$ cat src/rtl/chebyshev_series_eval.sv
// Chebyshev series evaluator: y = sum c_k*T_k(x), one term per clock, valid/ready I/O.
// Optional sat_out flag (any clamped T_k in the sample) is enabled by defining CHEB_SAT_FLAG_EN.
module chebyshev_series_eval #(
  parameter int WL       = 4,
  parameter int CL       = 4,
  parameter int CFL      = 2,
  parameter int ORDER    = 3,
  parameter int WIDENING = 0,
  localparam int TW      = WL + 2,
  localparam int AW      = (ORDER > 0) ? $clog2(ORDER + 1) : 1,
  localparam int NTW     = $clog2(ORDER + 1) + 1,
  localparam int ACCW    = CL + TW + $clog2(ORDER + 1) + WIDENING
) (
  input  logic                   clock,
  input  logic                   reset,
  input  logic                   coeff_we,
  input  logic [AW-1:0]          coeff_addr,
  input  logic signed [CL-1:0]   coeff_data,
  input  logic [NTW-1:0]         n_terms,
  input  logic                   in_valid,
  output logic                   in_ready,
  input  logic signed [WL-1:0]   x_in,
  output logic                   out_valid,
  input  logic                   out_ready,
  output logic signed [ACCW-1:0] data_out
`ifdef CHEB_SAT_FLAG_EN
  ,
  output logic                   sat_out
`endif
);

  localparam int PW = WL + TW + 1;
  localparam int PRW = CL + TW;
  localparam logic signed [TW-1:0] T_ONE = TW'(2 ** (WL - 1));
  localparam logic signed [PW-1:0] T_HI = PW'(2 ** (TW - 1) - 1);
  localparam logic signed [PW-1:0] T_LO = PW'(-(2 ** (TW - 1)));

  typedef enum logic [1:0] {
    IDLE = 2'd0,
    ITER = 2'd1,
    HOLD = 2'd2
  } state_t;

  state_t state_q, state_d;

  logic signed [CL-1:0]   coeff [ORDER+1];
  logic signed [WL-1:0]   x_q;
  logic [NTW-1:0]         n_q;
  logic [NTW-1:0]         k_q;
  logic signed [TW-1:0]   t_prev;
  logic signed [TW-1:0]   t_cur;
  logic signed [ACCW-1:0] acc;
  logic signed [ACCW-1:0] data_q;

  logic signed [CL-1:0]   c_k;
  logic signed [PRW-1:0]  term;
  logic signed [ACCW-1:0] acc_next;
  logic signed [PW-1:0]   xt;
  logic signed [PW-1:0]   t_wide;
  logic signed [TW-1:0]   t_next;
  logic                   clamp;
  logic [NTW-1:0]         n_clamped;
  logic                   last;

  assign c_k       = coeff[k_q[AW-1:0]];
  assign term      = PRW'(c_k) * PRW'(t_cur);
  assign acc_next  = acc + ACCW'(term);
  assign xt        = PW'(x_q) * PW'(t_cur);
  assign t_wide    = ((xt >>> (WL - 1)) <<< 1) - PW'(t_prev);
  assign n_clamped = (n_terms > NTW'(ORDER)) ? NTW'(ORDER) : n_terms;
  assign last      = (k_q == n_q);

  always_comb begin
    clamp  = 1'b0;
    t_next = t_wide[TW-1:0];
    if (t_wide > T_HI) begin
      clamp  = 1'b1;
      t_next = T_HI[TW-1:0];
    end else if (t_wide < T_LO) begin
      clamp  = 1'b1;
      t_next = T_LO[TW-1:0];
    end
  end

  always_comb begin
    state_d   = state_q;
    in_ready  = 1'b0;
    out_valid = 1'b0;
    case (state_q)
      IDLE: begin
        in_ready = !reset;
        if (in_valid && !reset) state_d = ITER;
      end
      ITER: begin
        if (last) state_d = HOLD;
      end
      HOLD: begin
        out_valid = 1'b1;
        if (out_ready) state_d = IDLE;
      end
      default: state_d = IDLE;
    endcase
  end

  always_ff @(posedge clock) begin
    if (reset) state_q <= IDLE;
    else       state_q <= state_d;
  end

  always_ff @(posedge clock) begin
    if (reset) begin
      for (int i = 0; i <= ORDER; i++) coeff[i] <= '0;
      x_q    <= '0;
      n_q    <= '0;
      k_q    <= '0;
      t_prev <= '0;
      t_cur  <= '0;
      acc    <= '0;
      data_q <= '0;
    end else begin
      if (coeff_we && state_q == IDLE && {1'b0, coeff_addr} <= (AW + 1)'(ORDER))
        coeff[coeff_addr] <= coeff_data;
      if (state_q == IDLE && in_valid) begin
        x_q    <= x_in;
        n_q    <= n_clamped;
        k_q    <= '0;
        // Seeding T_prev with x (T_-1 = T_1) makes the first recurrence step yield T_1 = x.
        t_prev <= TW'(x_in);
        t_cur  <= T_ONE;
        acc    <= '0;
      end else if (state_q == ITER) begin
        acc    <= acc_next;
        t_prev <= t_cur;
        t_cur  <= t_next;
        k_q    <= k_q + 1'b1;
        if (last) data_q <= acc_next;
      end
    end
  end

  assign data_out = data_q;

`ifdef CHEB_SAT_FLAG_EN
  logic sat_q;

  always_ff @(posedge clock) begin
    if (reset)                               sat_q <= 1'b0;
    else if (state_q == IDLE && in_valid)    sat_q <= 1'b0;
    else if (state_q == ITER && clamp)       sat_q <= 1'b1;
  end

  assign sat_out = sat_q;
`endif

endmodule

$ cat config.mk
export PLATFORM = sky130hd
export DESIGN_NAME = chebyshev_series_eval
export DESIGN_NICKNAME = d
export VERILOG_FILES = /design/src/rtl/chebyshev_series_eval.sv
export SDC_FILE = /design/constraint.sdc
export NUM_CORES = 1
export LEC_CHECK = 0
export ABC_AREA = 1
export ABC_CLOCK_PERIOD_IN_PS = 5850
export CAP_MARGIN = 20
export CORE_UTILIZATION = 50
export CTS_CLUSTER_DIAMETER = 100
export DETAILED_ROUTE_END_ITERATION = 8
export PLACE_DENSITY_LB_ADDON = 0.25
export SLEW_MARGIN = 20
export SYNTH_ARGS = -nofsm -noshare
export SYNTH_HDL_FRONTEND = slang
export SYNTH_SLANG_ARGS = --single-unit
$ cat constraint.sdc
create_clock -name clock -period 5.85 [get_ports clock]
set_clock_uncertainty 0.15 [all_clocks]
set_input_delay 1.17 -clock clock [delete_from_list [all_inputs] [get_ports clock]]
set_output_delay 1.17 -clock clock [all_outputs]
set_load 0.02 [all_outputs]
==> impl_metrics.env, run 1 <==
export IMPL_outcome="finished clean"
export IMPL_mostFrequentLayoutCell="nand2_1"
export IMPL_ir_worst_vdd_mv=0.137
export IMPL_p_leak_nw=3.05
export IMPL_yosys_warnings=0
export IMPL_holdWs_ns=0.304
export IMPL_cp_startpoint="t_cur[1]"
export IMPL_h_tree_depth=3
export IMPL_dpl_cell_count=844
export IMPL_cap_violations=0
export IMPL_grt_usage_pct=22.7
export IMPL_worstPathCellList="nand2_1 > fa_1 > fa_1 > fa_1 > inv_1 > ha_1 > fa_1 > a21oi_1 > o21ai_0 > xnor2_1 > inv_1 > ha_1 > a21oi_1 > nand3_2 > nand2_1 > nand2_1 > nand2_4 > nand2_2 > nand3_1 > nand3_1 > nand2_1 > inv_1"
export IMPL_finalCriticalPeriod_ns=4.98
export IMPL_rr_startpoint="t_cur[1]"
export IMPL_gr_total_overflow=0
export IMPL_clk_pin_slew_ns=0.08
export IMPL_core_region_area_sq_mm=0.0105
export IMPL_fill_cells=961
export IMPL_dieWidth_um=107
export IMPL_tightest_slew_ns=0.634
export IMPL_worst_r2r_cell_count=22
export IMPL_yosysSeqAreaShare_pct=27.0
export IMPL_endpoint="t_cur[2]"
export IMPL_dieArea_sq_mm=0.0114
export IMPL_setup_tns_ns=0
export IMPL_path_max_fanout=8
export IMPL_drc=0
export IMPL_synth_area_per_cell_sq_um=7.95
export IMPL_cp_arrival_ns=5.07
export IMPL_dp_hpwl_mm=9.39
export IMPL_insertion_delay_ns=0.35
export IMPL_final_core_util_pct=57.8
export IMPL_p_per_area_mw_per_mm2=275
export IMPL_ys_types=44
export IMPL_hold_buffers=0
export IMPL_max_clock_path_buffers=2
export IMPL_tritoncts="yes"
export IMPL_grt_start_max_net_pins=29
export IMPL_ant_nets=0
export IMPL_slowest_stage="fa_1"
export IMPL_timing_final_ws_setup_ns=0.873
export IMPL_critical_path_endpoint_type="register"
export IMPL_area_growth_pct=10.5
export IMPL_fin_area_sq_mm=0.00607
export IMPL_antenna_found_initial=0
export IMPL_rows=37
export IMPL_gp_congestion=0.860
export IMPL_post_route_period_util_pct=85.1
export IMPL_slowest_delay_ns=0.51
export IMPL_post_cts_setup_buffers=0
export IMPL_initial_core_util_pct=52.3
export IMPL_io_buffer_count=31
export IMPL_drv_slew=0
export IMPL_cts_resized=0
export IMPL_synth_top_area_cell="dfxtp_1"
export IMPL_cp_required_ns=5.94
export IMPL_grt_pass1_wl_mm=20.3
export IMPL_grt_pass1_vias=4343
export IMPL_ys_seq_elements=66
export IMPL_layoutNonFillerInstCount=860
export IMPL_drtIter0Drc=230
export IMPL_totalPowerFinal_mw=1.67
export IMPL_wl_mm=12.0
export IMPL_relSlewSlack_pct=57.5
export IMPL_min_path_type="reg -> reg"
export IMPL_clkSinkCount=66
export IMPL_regToRegSetupSlack_ns=0.87
export IMPL_diodes=0
export IMPL_layout_drive_gt1_share_pct=10.1
export IMPL_yosysTopAreaCellShare_pct=18.2
export IMPL_setup_viol_count_final=0
export IMPL_path_class="reg -> reg"
export IMPL_num_io_pins=32
export IMPL_vias=4431
export IMPL_vias_per_cell=5.15
export IMPL_first_pass_iters=5
export IMPL_post_drt_wl_per_cell_um=13.9
export IMPL_cts_root_buf="clkbuf_8"
export IMPL_dpl_cell_area_sq_mm=0.00586
export IMPL_r2r_end="t_cur[2]"
export IMPL_final_nets=823
export IMPL_die_h_um=107
export IMPL_hold_violations=0
export IMPL_rsz0062_at_grt="no"
export IMPL_cts_buffers=9
export IMPL_synth_area_top_cells="dfxtp_1, fa_1, ha_1, nand2_1, edfxtp_1"
export IMPL_mappedNetlistArea_sq_mm=0.00549
export IMPL_post_place_ws_ns=0.917
export IMPL_critPathLaunchType="register"
export IMPL_synthCells=691
export IMPL_max_freq_mhz=201
export IMPL_layout_common_cells="nand2_1, inv_1, nor2_1"
export IMPL_synth_fp_nets=795
[worst max-delay path: cells and delay by family (launching register included)]
family | cells | cell delay (ns)
xor+xnor | 1 | 0.18
simple gates | 9 | 0.85
flops | 1 | 0.50
compound gates | 3 | 0.57
buf+inv | 3 | 0.13
fa+ha+maj | 6 | 2.49
[worst min path at each step]
stage	from	depth (start not counted)	end
global placement	n_q[2]	2	n_q[2]
global route	n_q[2]	2	n_q[2]
CTS	n_q[2]	2	n_q[2]
detailed placement	n_q[2]	2	n_q[2]
floorplan	n_q[2]	2	n_q[2]
finish	n_q[2]	2	n_q[2]
[area by class of cell]
type	count	area, sq um	share of cell area, %
tap	136	170	2.80
inverter	133	513	8.45
clock buffer	9	124	2.04
clock inverter	7	83.8	1.38
timing repair buffer	32	318	5.24
multi-input combinational	477	3380	55.7
sequential	66	1480	24.4
[kinds of logic after synthesis]
family,count (synthesis),synth area share (%)
xor gates and xnor gates,20,3.19
adders and majority gates,86,24.8
buffers and inverters,148,11.5
DFF,66,27.0
AOI/OAI and AO/OA,71,8.79
and+or+nand+nor,300,24.8
[per-layer routing]
metal	wire length (um)	global-route usage, %	part of all wire, %	vias up
li1	-	-	-	2210
met5	0	0	0	-
met4	165	6.95	1.4	0
met1	5680	30.8	47	2066
met2	5540	37.3	46	141
met3	601	3.40	5.0	14
[sequential cells by signal (all words and copies together), names as in the netlist, named ones only]
signal	flops
n_q	3
t_prev	6
t_cur	6
x_q	4
data_out	12
coeff	16
acc	12
state_q	2
k_q	3
[where the power goes]
group | switching, mW | internal, mW
sequential | 0.0327 | 0.503
combinational | 0.460 | 0.265
clock | 0.206 | 0.204
total | 0.698 | 0.972
[cells in the mapped netlist]
cell      count
fa_1         38
nand2_4       2
a21o_1        2
inv_6         1
nor3_1        6
ha_1         48
o311ai_0      1
inv_2         7
nand4_1       4
nor2_8        1
o21ai_0      15
xnor2_1       9
and3_1        1
nand3_1      28
nand2_2      13
dfxtp_1      50
nor2_1       69
edfxtp_1     16
inv_1       122
o311ai_2      5
o21ai_1       2
nor2_4        3
clkinv_2      1
nand3_2       8
a21oi_1      26
buf_2         1
inv_8         1
nor2_2        1
a21oi_2      10
o21ai_2       1
clkinv_1      1
nand2_1     157
a31oi_1       1
or2_4         1
clkbuf_1      6
o21a_1        2
o21bai_1      3
nand3b_4      1
buf_4         2
buf_6         3
clkbuf_8      3
nand3b_1      5
o211ai_1      3
xor2_1       11
Note: power is estimated with default switching activity, not from simulation.
==> run 2: changes to the inputs <==
--- a/config.mk
+++ b/config.mk
@@ -6,12 +6,12 @@
 export NUM_CORES = 1
 export LEC_CHECK = 0
 export ABC_AREA = 1
-export ABC_CLOCK_PERIOD_IN_PS = 5850
+export ABC_CLOCK_PERIOD_IN_PS = 6100
 export CAP_MARGIN = 20
 export CORE_UTILIZATION = 50
 export CTS_CLUSTER_DIAMETER = 100
 export DETAILED_ROUTE_END_ITERATION = 8
-export PLACE_DENSITY_LB_ADDON = 0.25
+export PLACE_DENSITY = 0.7
 export SLEW_MARGIN = 20
 export SYNTH_ARGS = -nofsm -noshare
 export SYNTH_HDL_FRONTEND = slang
==> constraint.sdc (replaced) <==
create_clock -name clock -period 6.1 [get_ports clock]
set_clock_uncertainty 0.15 [all_clocks]
set_input_delay 1.22 -clock clock [delete_from_list [all_inputs] [get_ports clock]]
set_output_delay 1.22 -clock clock [all_outputs]
set_load 0.02 [all_outputs]
==> run 2 against run 1 <==
Sequential power fell by 4.1%. Hold slack hardly changed. Clock power barely moved. Critical path depth increased by 3. Fmax grew 0.85%. Routed wire length is 2.0% lower. Non-clock buffer count unchanged. Utilization grew 0.095 points. Die area stayed put. Global-route usage grew 0.13 points. Power down 3.2%. Combinational power fell by 4.7%. Critical endpoint unchanged. Highest routed layer unchanged.
==> impl_metrics.env, run 2 (synthesis results as in run 1) <==
export IMPL_outcome="finished clean"
export IMPL_critPathLaunchType="register"
export IMPL_cts_root_buf="clkbuf_8"
export IMPL_gr_total_overflow=0
export IMPL_layout_common_cells="nand2_1, inv_1, nor2_1"
export IMPL_post_cts_setup_buffers=0
export IMPL_cp_required_ns=6.20
export IMPL_drv_slew=0
export IMPL_timing_final_ws_setup_ns=1.17
export IMPL_p_per_area_mw_per_mm2=266
export IMPL_hold_buffers=0
export IMPL_drtIter0Drc=336
export IMPL_regToRegSetupSlack_ns=1.17
export IMPL_first_pass_iters=8
export IMPL_antenna_found_initial=0
export IMPL_r2r_end="t_cur[2]"
export IMPL_clk_pin_slew_ns=0.08
export IMPL_finalCriticalPeriod_ns=4.93
export IMPL_grt_pass1_wl_mm=20.5
export IMPL_hold_violations=0
export IMPL_num_io_pins=32
export IMPL_post_route_period_util_pct=80.9
export IMPL_gp_congestion=0.915
export IMPL_diodes=0
export IMPL_mostFrequentLayoutCell="nand2_1"
export IMPL_setup_viol_count_final=0
export IMPL_io_buffer_count=31
export IMPL_largest_register="coeff"
export IMPL_grt_start_max_net_pins=29
export IMPL_area_growth_pct=10.7
export IMPL_max_freq_mhz=203
export IMPL_endpoint="t_cur[2]"
export IMPL_path_class="reg -> reg"
export IMPL_rows=37
export IMPL_insertion_delay_ns=0.35
export IMPL_core_region_area_sq_mm=0.0105
export IMPL_grt_pass1_vias=4477
export IMPL_p_leak_nw=3.06
export IMPL_wl_mm=11.7
export IMPL_grt_usage_pct=22.8
export IMPL_clkSinkCount=66
export IMPL_dp_hpwl_mm=9.44
export IMPL_ant_nets=0
export IMPL_worst_r2r_cell_count=25
export IMPL_ir_worst_vdd_mv=0.158
export IMPL_layout_drive_gt1_share_pct=9.94
export IMPL_post_place_ws_ns=1.22
export IMPL_dieWidth_um=107
export IMPL_max_clock_path_buffers=2
export IMPL_cts_resized=0
export IMPL_rsz0062_at_grt="no"
export IMPL_h_tree_depth=3
export IMPL_tritoncts="yes"
export IMPL_largest_register_ffs=16
export IMPL_cp_arrival_ns=5.04
export IMPL_critical_path_endpoint_type="register"
export IMPL_totalPowerFinal_mw=1.62
export IMPL_cap_violations=0
export IMPL_initial_core_util_pct=52.3
export IMPL_die_h_um=107
export IMPL_relSlewSlack_pct=61.0
export IMPL_dieArea_sq_mm=0.0114
export IMPL_setup_tns_ns=0
export IMPL_vias_per_cell=5.13
export IMPL_vias=4413
export IMPL_path_max_fanout=5
export IMPL_final_nets=823
export IMPL_drc=0
export IMPL_tightest_slew_ns=0.581
export IMPL_rr_startpoint="t_cur[0]"
export IMPL_cts_buffers=9
export IMPL_cp_startpoint="t_cur[0]"
export IMPL_post_drt_wl_per_cell_um=13.7
export IMPL_min_path_type="reg -> reg"
[run 2: routing by layer]
| metal | track usage [%] | vias up | wire length (um) |
|---|---|---|---|
| li1 | - | 2202 | - |
| met1 | 29.5 | 2097 | 5460 |
| met2 | 39.0 | 100 | 5690 |
| met3 | 4.19 | 14 | 441 |
| met4 | 6.36 | 0 | 150 |
| met5 | 0 | - | 0 |
[run 2: how the worst min path moves through the flow]
stage / depth (start not counted) / end / start / slack, ns
after floorplan: 2 / n_q[2] / n_q[2] / 0.28
after global placement: 2 / n_q[2] / n_q[2] / 0.30
after detailed placement: 2 / n_q[2] / n_q[2] / 0.29
after CTS: 2 / n_q[2] / n_q[2] / 0.31
after global routing: 2 / n_q[2] / n_q[2] / 0.33
final: 2 / n_q[2] / n_q[2] / 0.30
[run 2: layout make-up]
cell class | count | area (sq um)
repair buffers | 32 | 318
multi-input cells | 477 | 3380
fillers | 901 | 4430
flip-flops and latches | 66 | 1480
inverters | 133 | 513
clock buffers | 10 | 128
well taps | 136 | 170
clock inverters | 6 | 90.1
[run 2: through the flow]
stage / hold WS [ns] / cells / cell area (sq um) / utilization (%)
floorplan: 0.280 / 691 / 5490 / -
global placement: 0.295 / 844 / 5860 / 55.8
detailed placement: 0.295 / 844 / 5860 / 55.8
CTS: 0.308 / 860 / 6080 / 57.9
global route: 0.329 / 860 / 6080 / 57.9
finish: 0.304 / 860 / 6080 / 57.9
[run 2: power by group]
| group | leakage [nW] | total [mW] | switching, mW | internal, mW |
|---|---|---|---|---|
| Clock | 0.107 | 0.412 | 0.180 | 0.232 |
| Sequential | 0.574 | 0.514 | 0.0313 | 0.483 |
| Combinational | 2.38 | 0.691 | 0.439 | 0.253 |
| Total | 3.06 | 1.62 | 0.650 | 0.967 |
[run 2: critical path, stage by stage, from the launching register on]
cell and delay, ns:
dfxtp_1 0.36, inv_1 0.16, nand2_1 0.11, fa_1 0.51
fa_1 0.51, fa_1 0.51, inv_1 0.04, ha_1 0.21
fa_1 0.41, a21oi_1 0.15, o21ai_0 0.14, xnor2_1 0.17
inv_1 0.06, ha_1 0.33, nand2_1 0.10, inv_1 0.04
a21oi_1 0.20, nand2_1 0.09, nand2_1 0.08, nand2_2 0.06
inv_1 0.06, nand3_2 0.09, nand2_4 0.09, nand3_1 0.09
nand2_1 0.09, inv_1 0.03
